**config.mk**
```make
export PLATFORM = sky130hd
export DESIGN_NAME = coin_payout
export DESIGN_NICKNAME = d
export VERILOG_FILES = /design/src/rtl/coin_pkg.sv /design/src/rtl/coin_payout_bcd_sub.sv /design/src/rtl/coin_payout.sv
export SDC_FILE = /design/constraint.sdc
export NUM_CORES = 1
export LEC_CHECK = 0
export CAP_MARGIN = 20
export CORE_ASPECT_RATIO = 0.8
export CORE_MARGIN = 2
export CORE_UTILIZATION = 40
export DETAILED_ROUTE_END_ITERATION = 16
export GPL_TIMING_DRIVEN = 0
export HOLD_SLACK_MARGIN = 0.05
export SYNTH_ARGS = -nofsm -noshare
export SYNTH_HDL_FRONTEND = slang
export SYNTH_SLANG_ARGS = --single-unit
export TNS_END_PERCENT = 50
```
**constraint.sdc**
```tcl
create_clock -name CLK_50 -period 9 [get_ports CLK_50]
set_input_delay 1.8 -clock CLK_50 [delete_from_list [all_inputs] [get_ports CLK_50]]
set_output_delay 1.8 -clock CLK_50 [all_outputs]
set_load 0.01 [all_outputs]
```
**src/rtl/coin_pkg.sv**
```systemverilog
// Shared definitions for the coin payout block: coin indices, BCD coin values,
// FSM state encoding and the BCD digit check.
package coin_pkg;

    localparam int NUM_COINS = 5;

    localparam logic [2:0] COIN_005 = 3'd0;
    localparam logic [2:0] COIN_010 = 3'd1;
    localparam logic [2:0] COIN_020 = 3'd2;
    localparam logic [2:0] COIN_050 = 3'd3;
    localparam logic [2:0] COIN_100 = 3'd4;

    localparam logic [11:0] VAL_005 = 12'h005;
    localparam logic [11:0] VAL_010 = 12'h010;
    localparam logic [11:0] VAL_020 = 12'h020;
    localparam logic [11:0] VAL_050 = 12'h050;
    localparam logic [11:0] VAL_100 = 12'h100;

    localparam logic [2:0] ST_IDLE   = 3'd0;
    localparam logic [2:0] ST_CHECK  = 3'd1;
    localparam logic [2:0] ST_SELECT = 3'd2;
    localparam logic [2:0] ST_PULSE  = 3'd3;
    localparam logic [2:0] ST_GAP    = 3'd4;
    localparam logic [2:0] ST_FIN    = 3'd5;

    function automatic logic [11:0] coin_value(input logic [2:0] k);
        logic [11:0] v;
        case (k)
            COIN_005: v = VAL_005;
            COIN_010: v = VAL_010;
            COIN_020: v = VAL_020;
            COIN_050: v = VAL_050;
            COIN_100: v = VAL_100;
            default:  v = 12'h000;
        endcase
        return v;
    endfunction

    function automatic logic bcd_digit_ok(input logic [3:0] d);
        return d <= 4'd9;
    endfunction

endpackage

```
**src/rtl/coin_payout_bcd_sub.sv**
```systemverilog
// Combinational packed-BCD subtractor, a - b, ripple borrow across all digits.
module bcd_sub #(
    parameter int DIGITS = 8
) (
    input  logic [4*DIGITS-1:0] i_a,
    input  logic [4*DIGITS-1:0] i_b,
    output logic [4*DIGITS-1:0] o_diff
);

    logic       w_borrow;
    logic [4:0] w_dig;

    always_comb begin
        w_borrow = 1'b0;
        w_dig    = 5'd0;
        o_diff   = '0;
        for (int i = 0; i < DIGITS; i++) begin
            w_dig    = {1'b0, i_a[4*i +: 4]} - {1'b0, i_b[4*i +: 4]} - {4'b0, w_borrow};
            w_borrow = w_dig[4];
            // a negative digit wraps mod 32; adding ten restores the BCD digit
            if (w_borrow) begin
                w_dig = w_dig + 5'd10;
            end
            o_diff[4*i +: 4] = w_dig[3:0];
        end
    end

endmodule

```
**src/rtl/coin_payout.sv**
```systemverilog
// Greedy change dispenser: pays a packed-BCD balance through five hopper
// solenoids and reports the unpaid remainder.
module coin_payout #(
    parameter int DIGITS       = 8,
    parameter int PULSE_CYCLES = 2_500_000,
    parameter int GAP_CYCLES   = 5_000_000
) (
    input  logic                CLK_50,
    input  logic                rst,
    input  logic                start,
    input  logic [4*DIGITS-1:0] amount,
    input  logic [4:0]          empty,
    output logic [4:0]          eject,
    output logic                busy,
    output logic                done,
    output logic                err,
    output logic [4*DIGITS-1:0] remaining
);
    import coin_pkg::*;

    localparam int W       = 4 * DIGITS;
    localparam int CNT_MAX = (PULSE_CYCLES > GAP_CYCLES) ? PULSE_CYCLES : GAP_CYCLES;
    localparam int CNT_W   = $clog2(CNT_MAX + 1);
    localparam logic [CNT_W-1:0] PULSE_LAST = CNT_W'(PULSE_CYCLES - 1);
    localparam logic [CNT_W-1:0] GAP_LAST   = CNT_W'(GAP_CYCLES - 1);

    logic [2:0]       r_state;
    logic [CNT_W-1:0] r_cnt;
    logic [2:0]       r_coin;
    logic [4:0]       r_eject;
    logic             r_busy;
    logic             r_done;
    logic             r_err;
    logic [W-1:0]     r_remaining;

    logic             w_amt_valid;
    logic             w_pick_ok;
    logic [2:0]       w_pick;
    logic [W-1:0]     w_coin_val;
    logic [W-1:0]     w_sub_res;

    always_comb begin
        w_amt_valid = (r_remaining[3:0] == 4'h0) || (r_remaining[3:0] == 4'h5);
        for (int i = 0; i < DIGITS; i++) begin
            if (!bcd_digit_ok(r_remaining[4*i +: 4])) begin
                w_amt_valid = 1'b0;
            end
        end
    end

    // Ascending scan so the last qualifying coin, the largest, wins.
    always_comb begin
        w_pick_ok = 1'b0;
        w_pick    = COIN_005;
        for (int k = 0; k < NUM_COINS; k++) begin
            if (!empty[k] && (W'(coin_value(3'(k))) <= r_remaining)) begin
                w_pick_ok = 1'b1;
                w_pick    = 3'(k);
            end
        end
    end

    assign w_coin_val = W'(coin_value(r_coin));

    bcd_sub #(
        .DIGITS(DIGITS)
    ) u_sub (
        .i_a   (r_remaining),
        .i_b   (w_coin_val),
        .o_diff(w_sub_res)
    );

    always_ff @(posedge CLK_50 or posedge rst) begin
        if (rst) begin
            r_state     <= ST_IDLE;
            r_cnt       <= '0;
            r_coin      <= COIN_005;
            r_eject     <= 5'b0;
            r_busy      <= 1'b0;
            r_done      <= 1'b0;
            r_err       <= 1'b0;
            r_remaining <= '0;
        end else begin
            r_done <= 1'b0;
            case (r_state)
                ST_IDLE: begin
                    if (start) begin
                        r_remaining <= amount;
                        r_err       <= 1'b0;
                        r_busy      <= 1'b1;
                        r_state     <= ST_CHECK;
                    end
                end
                ST_CHECK: begin
                    if (w_amt_valid) begin
                        r_state <= ST_SELECT;
                    end else begin
                        r_err       <= 1'b1;
                        r_remaining <= '0;
                        r_done      <= 1'b1;
                        r_state     <= ST_FIN;
                    end
                end
                ST_SELECT: begin
                    r_cnt <= '0;
                    if (r_remaining == '0) begin
                        r_done  <= 1'b1;
                        r_state <= ST_FIN;
                    end else if (w_pick_ok) begin
                        r_coin  <= w_pick;
                        r_eject <= 5'(1) << w_pick;
                        r_state <= ST_PULSE;
                    end else begin
                        r_err   <= 1'b1;
                        r_done  <= 1'b1;
                        r_state <= ST_FIN;
                    end
                end
                ST_PULSE: begin
                    // The balance is debited on the same edge the solenoid drops.
                    if (r_cnt == PULSE_LAST) begin
                        r_eject     <= 5'b0;
                        r_remaining <= w_sub_res;
                        r_cnt       <= '0;
                        r_state     <= ST_GAP;
                    end else begin
                        r_cnt <= r_cnt + 1'b1;
                    end
                end
                ST_GAP: begin
                    if (r_cnt == GAP_LAST) begin
                        r_cnt   <= '0;
                        r_state <= ST_SELECT;
                    end else begin
                        r_cnt <= r_cnt + 1'b1;
                    end
                end
                ST_FIN: begin
                    r_busy  <= 1'b0;
                    r_state <= ST_IDLE;
                end
                default: begin
                    r_eject <= 5'b0;
                    r_busy  <= 1'b0;
                    r_state <= ST_IDLE;
                end
            endcase
        end
    end

    assign eject     = r_eject;
    assign busy      = r_busy;
    assign done      = r_done;
    assign err       = r_err;
    assign remaining = r_remaining;

endmodule
```
==> Yosys cells after proc, flatten, opt, wreduce, memory -nomap -nowiden <==
Cells that the tools add are included.
{ "totals": {"wordCells": 144, "register_bits": 69, "out_inout_bits": 40} }
{ "op_classes": {"muxes": 55, "n_eq_ne": 19, "shift": 1, "bitwise": 3, "order_cmp": 13, "add_sub_neg": 19, "reduce_logical": 26} }
{ "op_table": {"columns": ["operator", "count"], "rows": [
  ["$mux 32", 3],
  ["$pmux 32 s3", 1],
  ["$pmux 23 s3", 1],
  ["$mux 23", 2],
  ["$pmux 9 s5", 1],
  ["$add 4x4->4 const B", 8],
  ["$le 3x32->1 const A", 1],
  ["$le 4x4->1 const B", 8],
  ["$le 5x32->1 const A", 1],
  ["$le 6x32->1 const A", 1],
  ["$le 7x32->1 const A", 1],
  ["$le 9x32->1 const A", 1],
  ["$logic_not 32->1", 1],
  ["$mux 4", 8],
  ["$sub 4x1->5", 6],
  ["$mux 3", 9],
  ["$add 23x1->23 const B", 1],
  ["$eq 23x22->1 const B", 1],
  ["$eq 23x23->1 const B", 1],
  ["$mux 1", 22],
  ["$mux 5", 3],
  ["$pmux 3 s5", 1],
  ["$pmux 5 s3", 1],
  ["$ne 2x2->1 const B", 7],
  ["other kinds (21)", 46]
]} }

==> Logic depth before layout (Yosys ltp) <==
{ "logic_depth": {"ltp_word": 14, "mapped_depth": 43, "mapped_depth_nobuf": 43} }

==> Modules after synthesis <==
Synthesis repeated with hierarchy kept, for this count alone.
{ "hier_totals": {"hier_cells": 661, "area_unflattened_um2": 6039.5} }
{ "modules_own_cells": {"columns": ["module", "cells_each", "n_inst", "seq_area_each_um2", "area_per_inst_um2"], "rows": [
  ["coin_payout", 403, 1, 1726.7, 3871.2],
  ["bcd_sub", 258, 1, 0.0, 2168.3]
]} }

==> Least setup slack after synthesis <==
Ideal clock, no wire load.
{ "synth_path": {"path_type": "reg-to-reg", "start": "reg r_coin[2]", "end": "reg r_remaining[31] (netlist: remaining[31])", "setup_time_ps": 77, "setup_slack_ps": 2553, "path_buffers": 0, "arrival_time_ps": 6369, "path_stages_with_launch": 44, "required_time_ps": 8923, "path_cell_list": "dfrtp_1 -> or3_1 -> inv_1 -> ha_1 -> ha_1 -> nand2b_1 -> nand2_1 -> fa_1 -> inv_1 -> fa_1 -> nand2_1 -> a21o_1 -> fa_1 -> inv_1 -> ha_1 -> nand2_1 -> inv_1 -> ha_1 -> (+8 left out) -> ha_1 -> nand2_1 -> inv_1 -> ha_1 -> ha_1 -> nand2_1 -> inv_1 -> ha_1 -> ha_1 -> nand2b_1 -> nand2_1 -> ha_1 -> nand2b_1 -> a21oi_1 -> nor2_1 -> nor3_1 -> a21oi_1 -> a21oi_1"} }
{ "synth_between": {"elab_chain_len": 14, "word_cells_on_any_way": 20} }
{ "synth_rtl": {"columns": ["item", "line_no", "rtl"], "rows": [
  ["from (decl)", "coin_payout.sv:29", "logic [2:0] r_coin;"],
  ["from (signal assigned)", "coin_payout.sv:110", "r_coin <= w_pick;"],
  ["$eq 3x3->1 (tied with other cells)", "coin_pkg.sv:28", "case (k)"],
  ["$pmux 9 s5 (*)", "coin_pkg.sv:28", null],
  ["$sub 4x4->5", "coin_payout_bcd_sub.sv:18", "w_dig = {1'b0, i_a[4*i +: 4]} - {1'b0, i_b[4*i +: 4]} - {4'b0, w_borrow};"],
  ["$sub 5x1->5", "coin_payout_bcd_sub.sv:18", null],
  ["$sub 5x1->5 (*)", "coin_payout_bcd_sub.sv:18", null],
  ["$sub 4x1->5 (*) (5 in a row)", "coin_payout_bcd_sub.sv:18", null],
  ["$add 4x4->4", "coin_payout_bcd_sub.sv:22", "w_dig = w_dig + 5'd10;"],
  ["$mux 4 (*)", "coin_payout_bcd_sub.sv:21", "if (w_borrow) begin"],
  ["$mux 32 (*)", "coin_payout.sv:121", "if (r_cnt == PULSE_LAST) begin"],
  ["$pmux 32 s3 (*)", "coin_payout.sv:85", "case (r_state)"],
  ["to (signal assigned)", "coin_payout.sv:88", "r_remaining <= amount;"],
  ["to (signal assigned)", "coin_payout.sv:123", "r_remaining <= w_sub_res;"],
  ["to (decl)", "coin_payout.sv:34", "logic [W-1:0] r_remaining;"]
]} }
Mark *: on every way between the ends. The rest lies on a longest branch, timed or not. The select of a mux whose other input is x is not followed.
A chain may end at the register's enable or synchronous reset.

==> Worst setup path after layout <==
Same ends and word-level chain as after synthesis.

==> out/results.env <==
COMBINED_AREA_OF_ALL_SYNTHESIZED_CELLS_SQ_UM=4890
SHARE_SEQ_OF_TOTAL_POWER_PCT=26.6
DRC_ERRORS=0
FP.COREAREA_SQ_UM=12100
FINALHOLDVIOLCOUNT=0
NUM_ROWS=36
POST-ROUTE-MIN-PERIOD_PS=7510
CLOCK_LATENCY_PS=340
DRV.MAX_CAP_VIOLATION_COUNT=0
GRT_SETUP_UNREPAIRED='false'
DIE_HEIGHT_MICRONS=103
VIA_COUNT_OF_THE_FIRST_GLOBAL_ROUTING_PASS=4528
YS_SEQ_ELEMENTS=69
NNETSFINAL=772
CTS.REPAIR_TIMING.SETUP_BUFFER_COUNT=0
NUMPORTBUFFERS=79
GRT_OVERFLOW_TOTAL=0
NETSWITCHINGPOWER_mW=0.962
ANTENNA_VIOLATING_NETS_POST_ROUTE=0
DRTITER0DRC=349
HTREE_NUM_LEVELS=3
CRITICAL_PATH.REG2REG.ENDPOINT='remaining[31]$_DFFE_PP0P_'
TIGHTESTPINTRANSITION_PS=908
NUMBER_OF_MAX_SLEW_VIOLATIONS_IN_THE_FINAL_REPORT=0
CTS_BUFFERS=9
HOLD_END='eject[4]$_DFFE_PP0P_'
INITIAL_CORE_UTIL_PCT=40.5
WORSTSETUPPATHTYPE='reg -> reg'
CRIT_REQUIRED_PS=9260
LAYOUT_COMMONEST_CELL='sky130_fd_sc_hd__clkdlybuf4s50_1'
SINK_COUNT=69
CTS_RESIZED=0
POSTROUTEWIRELENGTH_MICRONS=14600
P_INT_mW=1.15
ROUTED-VIA-COUNT=4804
IR_WORST_VDD_V=0.000173
STATIC-LEAKAGE-POWER_nW=2.66
STARTPOINT_TYPE='flip-flop'
SYNTH_FP_NETS=681
GRTUSAGEMET3_PCT=4.77
R2R.WORST_PATH.CELLS=43
AREAGROWTHSYNTHTOFINISH_PCT=26.0
R2R_SETUP_SLACK_PS=1490
SYNTH_SEQUENTIAL_AREA_RATIO_PCT=35.3
GLOBALROUTETOTALUTIL_PCT=22.8
WORST-ENDPOINT-ARRIVAL_PS=7770
TOP_USAGE_LAYER='met2'
CP_SLOWEST_CELL='sky130_fd_sc_hd__or3_1'
LEADING_CELL_TYPES_IN_THE_LAYOUT_FILL_AND_TAPS_EXCLUDED='sky130_fd_sc_hd__clkdlybuf4s50_1 (79), sky130_fd_sc_hd__dfrtp_1 (69), sky130_fd_sc_hd__nand2_1 (60), sky130_fd_sc_hd__nor2_1 (60), sky130_fd_sc_hd__inv_1 (56)'
OUTCOME='completed'
POSTSYNTHAREAPERCELL_SQ_UM=8.04
SYNTH-ASYNC-RESET-RATIO_PCT=100
MAX_CLOCK_FREQ_MHz=133
FIRST_PASS_DRT_ITERATIONS=5
POSTSYNTHCELLCOUNT=608
CRIT_PATH_MAX_FANOUT=5
MAXSLEWHEADROOM_PCT=39.0
CTS_ROOT_BUF='sky130_fd_sc_hd__clkbuf_16'
R2R-START='r_coin[2]$_DFFE_PP0P_'
CTS.HOLD.BUFFERS_ADDED=0
NUM_ANTENNA_CELLS=0
SYNTHDISTINCTLIBCELLS=52
END_KIND='flip-flop'
GRTUSAGEMET1_PCT=32.4
FINALSETUPVIOLATIONS=0
WORST_HOLD_STARTPOINT='eject[4]$_DFFE_PP0P_'
POWER.SHARE.SWITCHING_PCT=45.5
CHIPWIDTH_MICRONS=128
PERIOD_SHARE_PCT=83.4
GRT_PASS1_WL_MICRONS=23400
CTS.PATH.MAX_BUFFERS=2
HP-CLASS='reg -> reg'
TIMING.HOLD.WORST_PATH_DEPTH=1
SHARE_CLK_OF_TOTAL_POWER_PCT=15.4
TNS_PS=0
DP_WORST_SETUP_SLACK_PS=1640
ROUTED_VIA_DENSITY=5.62
AVGROUTEDWIREPERCELL_MICRONS=17.1
YS.WARNINGS.COUNT=0
FLOORPLAN.IO_PINS=80
ANTENNA_FOUND_INITIAL=0
CLOCK-SKEW-FINAL_PS=8.68
CRITPATHMOSTFREQUENTCELL='sky130_fd_sc_hd__ha_1'
ROUTABILITYCONGESTION=0.861
CLK_TRANSITION_REPORTED_PATHS_PS=60
PLACED_CELL_AREA_SQ_UM=5900
SYNTH_ENABLE_FLOP_CELLS=0
CRITICAL_PATH.STARTPOINT='r_coin[2]$_DFFE_PP0P_'
DIE_AREA_SQ_UM=13100
POWER.COMBINATIONAL.FRACTION_PCT=58.0
CRITICAL-PATH-MAX-STAGE-DELAY_PS=430
POST-DP-HPWL_MICRONS=10800
FINAL_CELL_AREA_SQ_UM=6160
POST-ROUTE-WORST-SETUP-SLACK_PS=1490
POWER_DENSITY_nW_PER_UM2=343
GROUTE.LAYER.MET2.USAGE_PCT=35.4
LARGEST_NET_DEGREE_AT_THE_START_OF_GLOBAL_ROUTING=52
FINAL_LAYOUT_SIZE_SUFFIX_GT1_SHARE_PCT=3.84
CTS_TREE='built'
YOSYS_MOST_USED_DFF='sky130_fd_sc_hd__dfrtp_1'
==> final cells by class <==
| type | instances | area (sq um) |
|---|---|---|
| plain buffers | 30 | 125 |
| clock inverters | 2 | 10.0 |
| well taps | 152 | 190 |
| multi-input cells | 452 | 2820 |
| repair buffers | 80 | 818 |
| inverters | 57 | 216 |
| flip-flops and latches | 69 | 1730 |
| fillers | 1155 | 5910 |
| clock buffers | 13 | 250 |
==> critical path: cells and delay by family (launching register included) <==
family / cells / cell delay [ps]
AOI/OAI and AO/OA: 4 / 630
adders and majority gates: 17 / 3810
buffers and inverters: 8 / 780
DFF: 1 / 410
and+or+nand+nor: 14 / 1800
==> cell families (layout without fill, tap and decap cells) <==
group           count (synthesis)  count (layout)  share of synthesized area, %
simple gates                  212             212                          20.7
compound gates                177             177                          22.5
xor+xnor                       24              24                          4.30
mux                             6               6                          1.31
buf+inv                        87             182                          6.94
flops                          69              69                          35.3
fa+ha+maj                      33              33                          8.91
==> cells in the mapped netlist (all sizes together), types with 9 or more instances <==
master,n,share of area [%]
a21oi,50,5.1
a22oi,17,2.6
a31oi,13,1.7
clkbuf,22,1.7
dfrtp,69,35
ha,30,7.7
inv,57,4.4
nand2,60,4.6
nand2b,19,2.4
nand3,16,1.6
nor2,60,4.6
nor3,14,1.4
o21ai,54,5.5
xnor2,15,2.7
xor2,9,1.6
==> routing by layer <==
metal	part of all wire, %	vias to the layer above
met2	44	148
met5	0	-
li1	-	2332
met4	1.5	0
met3	5.3	18
met1	49	2306
==> metrics by stage <==
| step | std cells | utilization, % | hold WS [ps] | power [mW] |
|---|---|---|---|---|
| after global routing | 855 | 51.0 | 540 | 2.29 |
| after CTS | 855 | 51.0 | 505 | 2.12 |
| after detailed placement | 840 | 48.9 | 482 | 1.78 |
| after floorplan | 608 | - | 461 | 1.33 |
| final | 855 | 51.0 | 505 | 2.11 |
| after global placement | 839 | 48.6 | 481 | 1.75 |
==> worst max path at each step <==
stage                                      endpoint  cells after the start
after floorplan           remaining[31]$_DFFE_PP0P_                     43
after global placement    remaining[31]$_DFFE_PP0P_                     43
after detailed placement  remaining[31]$_DFFE_PP0P_                     43
after CTS                 remaining[31]$_DFFE_PP0P_                     43
after global routing      remaining[31]$_DFFE_PP0P_                     43
final                     remaining[31]$_DFFE_PP0P_                     43
==> power by group through the flow <==
stage	combinational (mW)	sequential [mW]	clock, mW
final	1.23	0.563	0.326
after floorplan	0.763	0.565	0
after detailed placement	1.22	0.563	0
after CTS	1.22	0.560	0.332
after global placement	1.18	0.564	0
after global routing	1.37	0.580	0.341
==> registers in the layout, indices dropped and copies added (netlist names) <==
name       flops
r_coin         3
remaining     32
r_cnt         23
busy           1
r_state        3
err            1
eject          5
done           1
No activity file was read; power rests on OpenSTA's default activity.
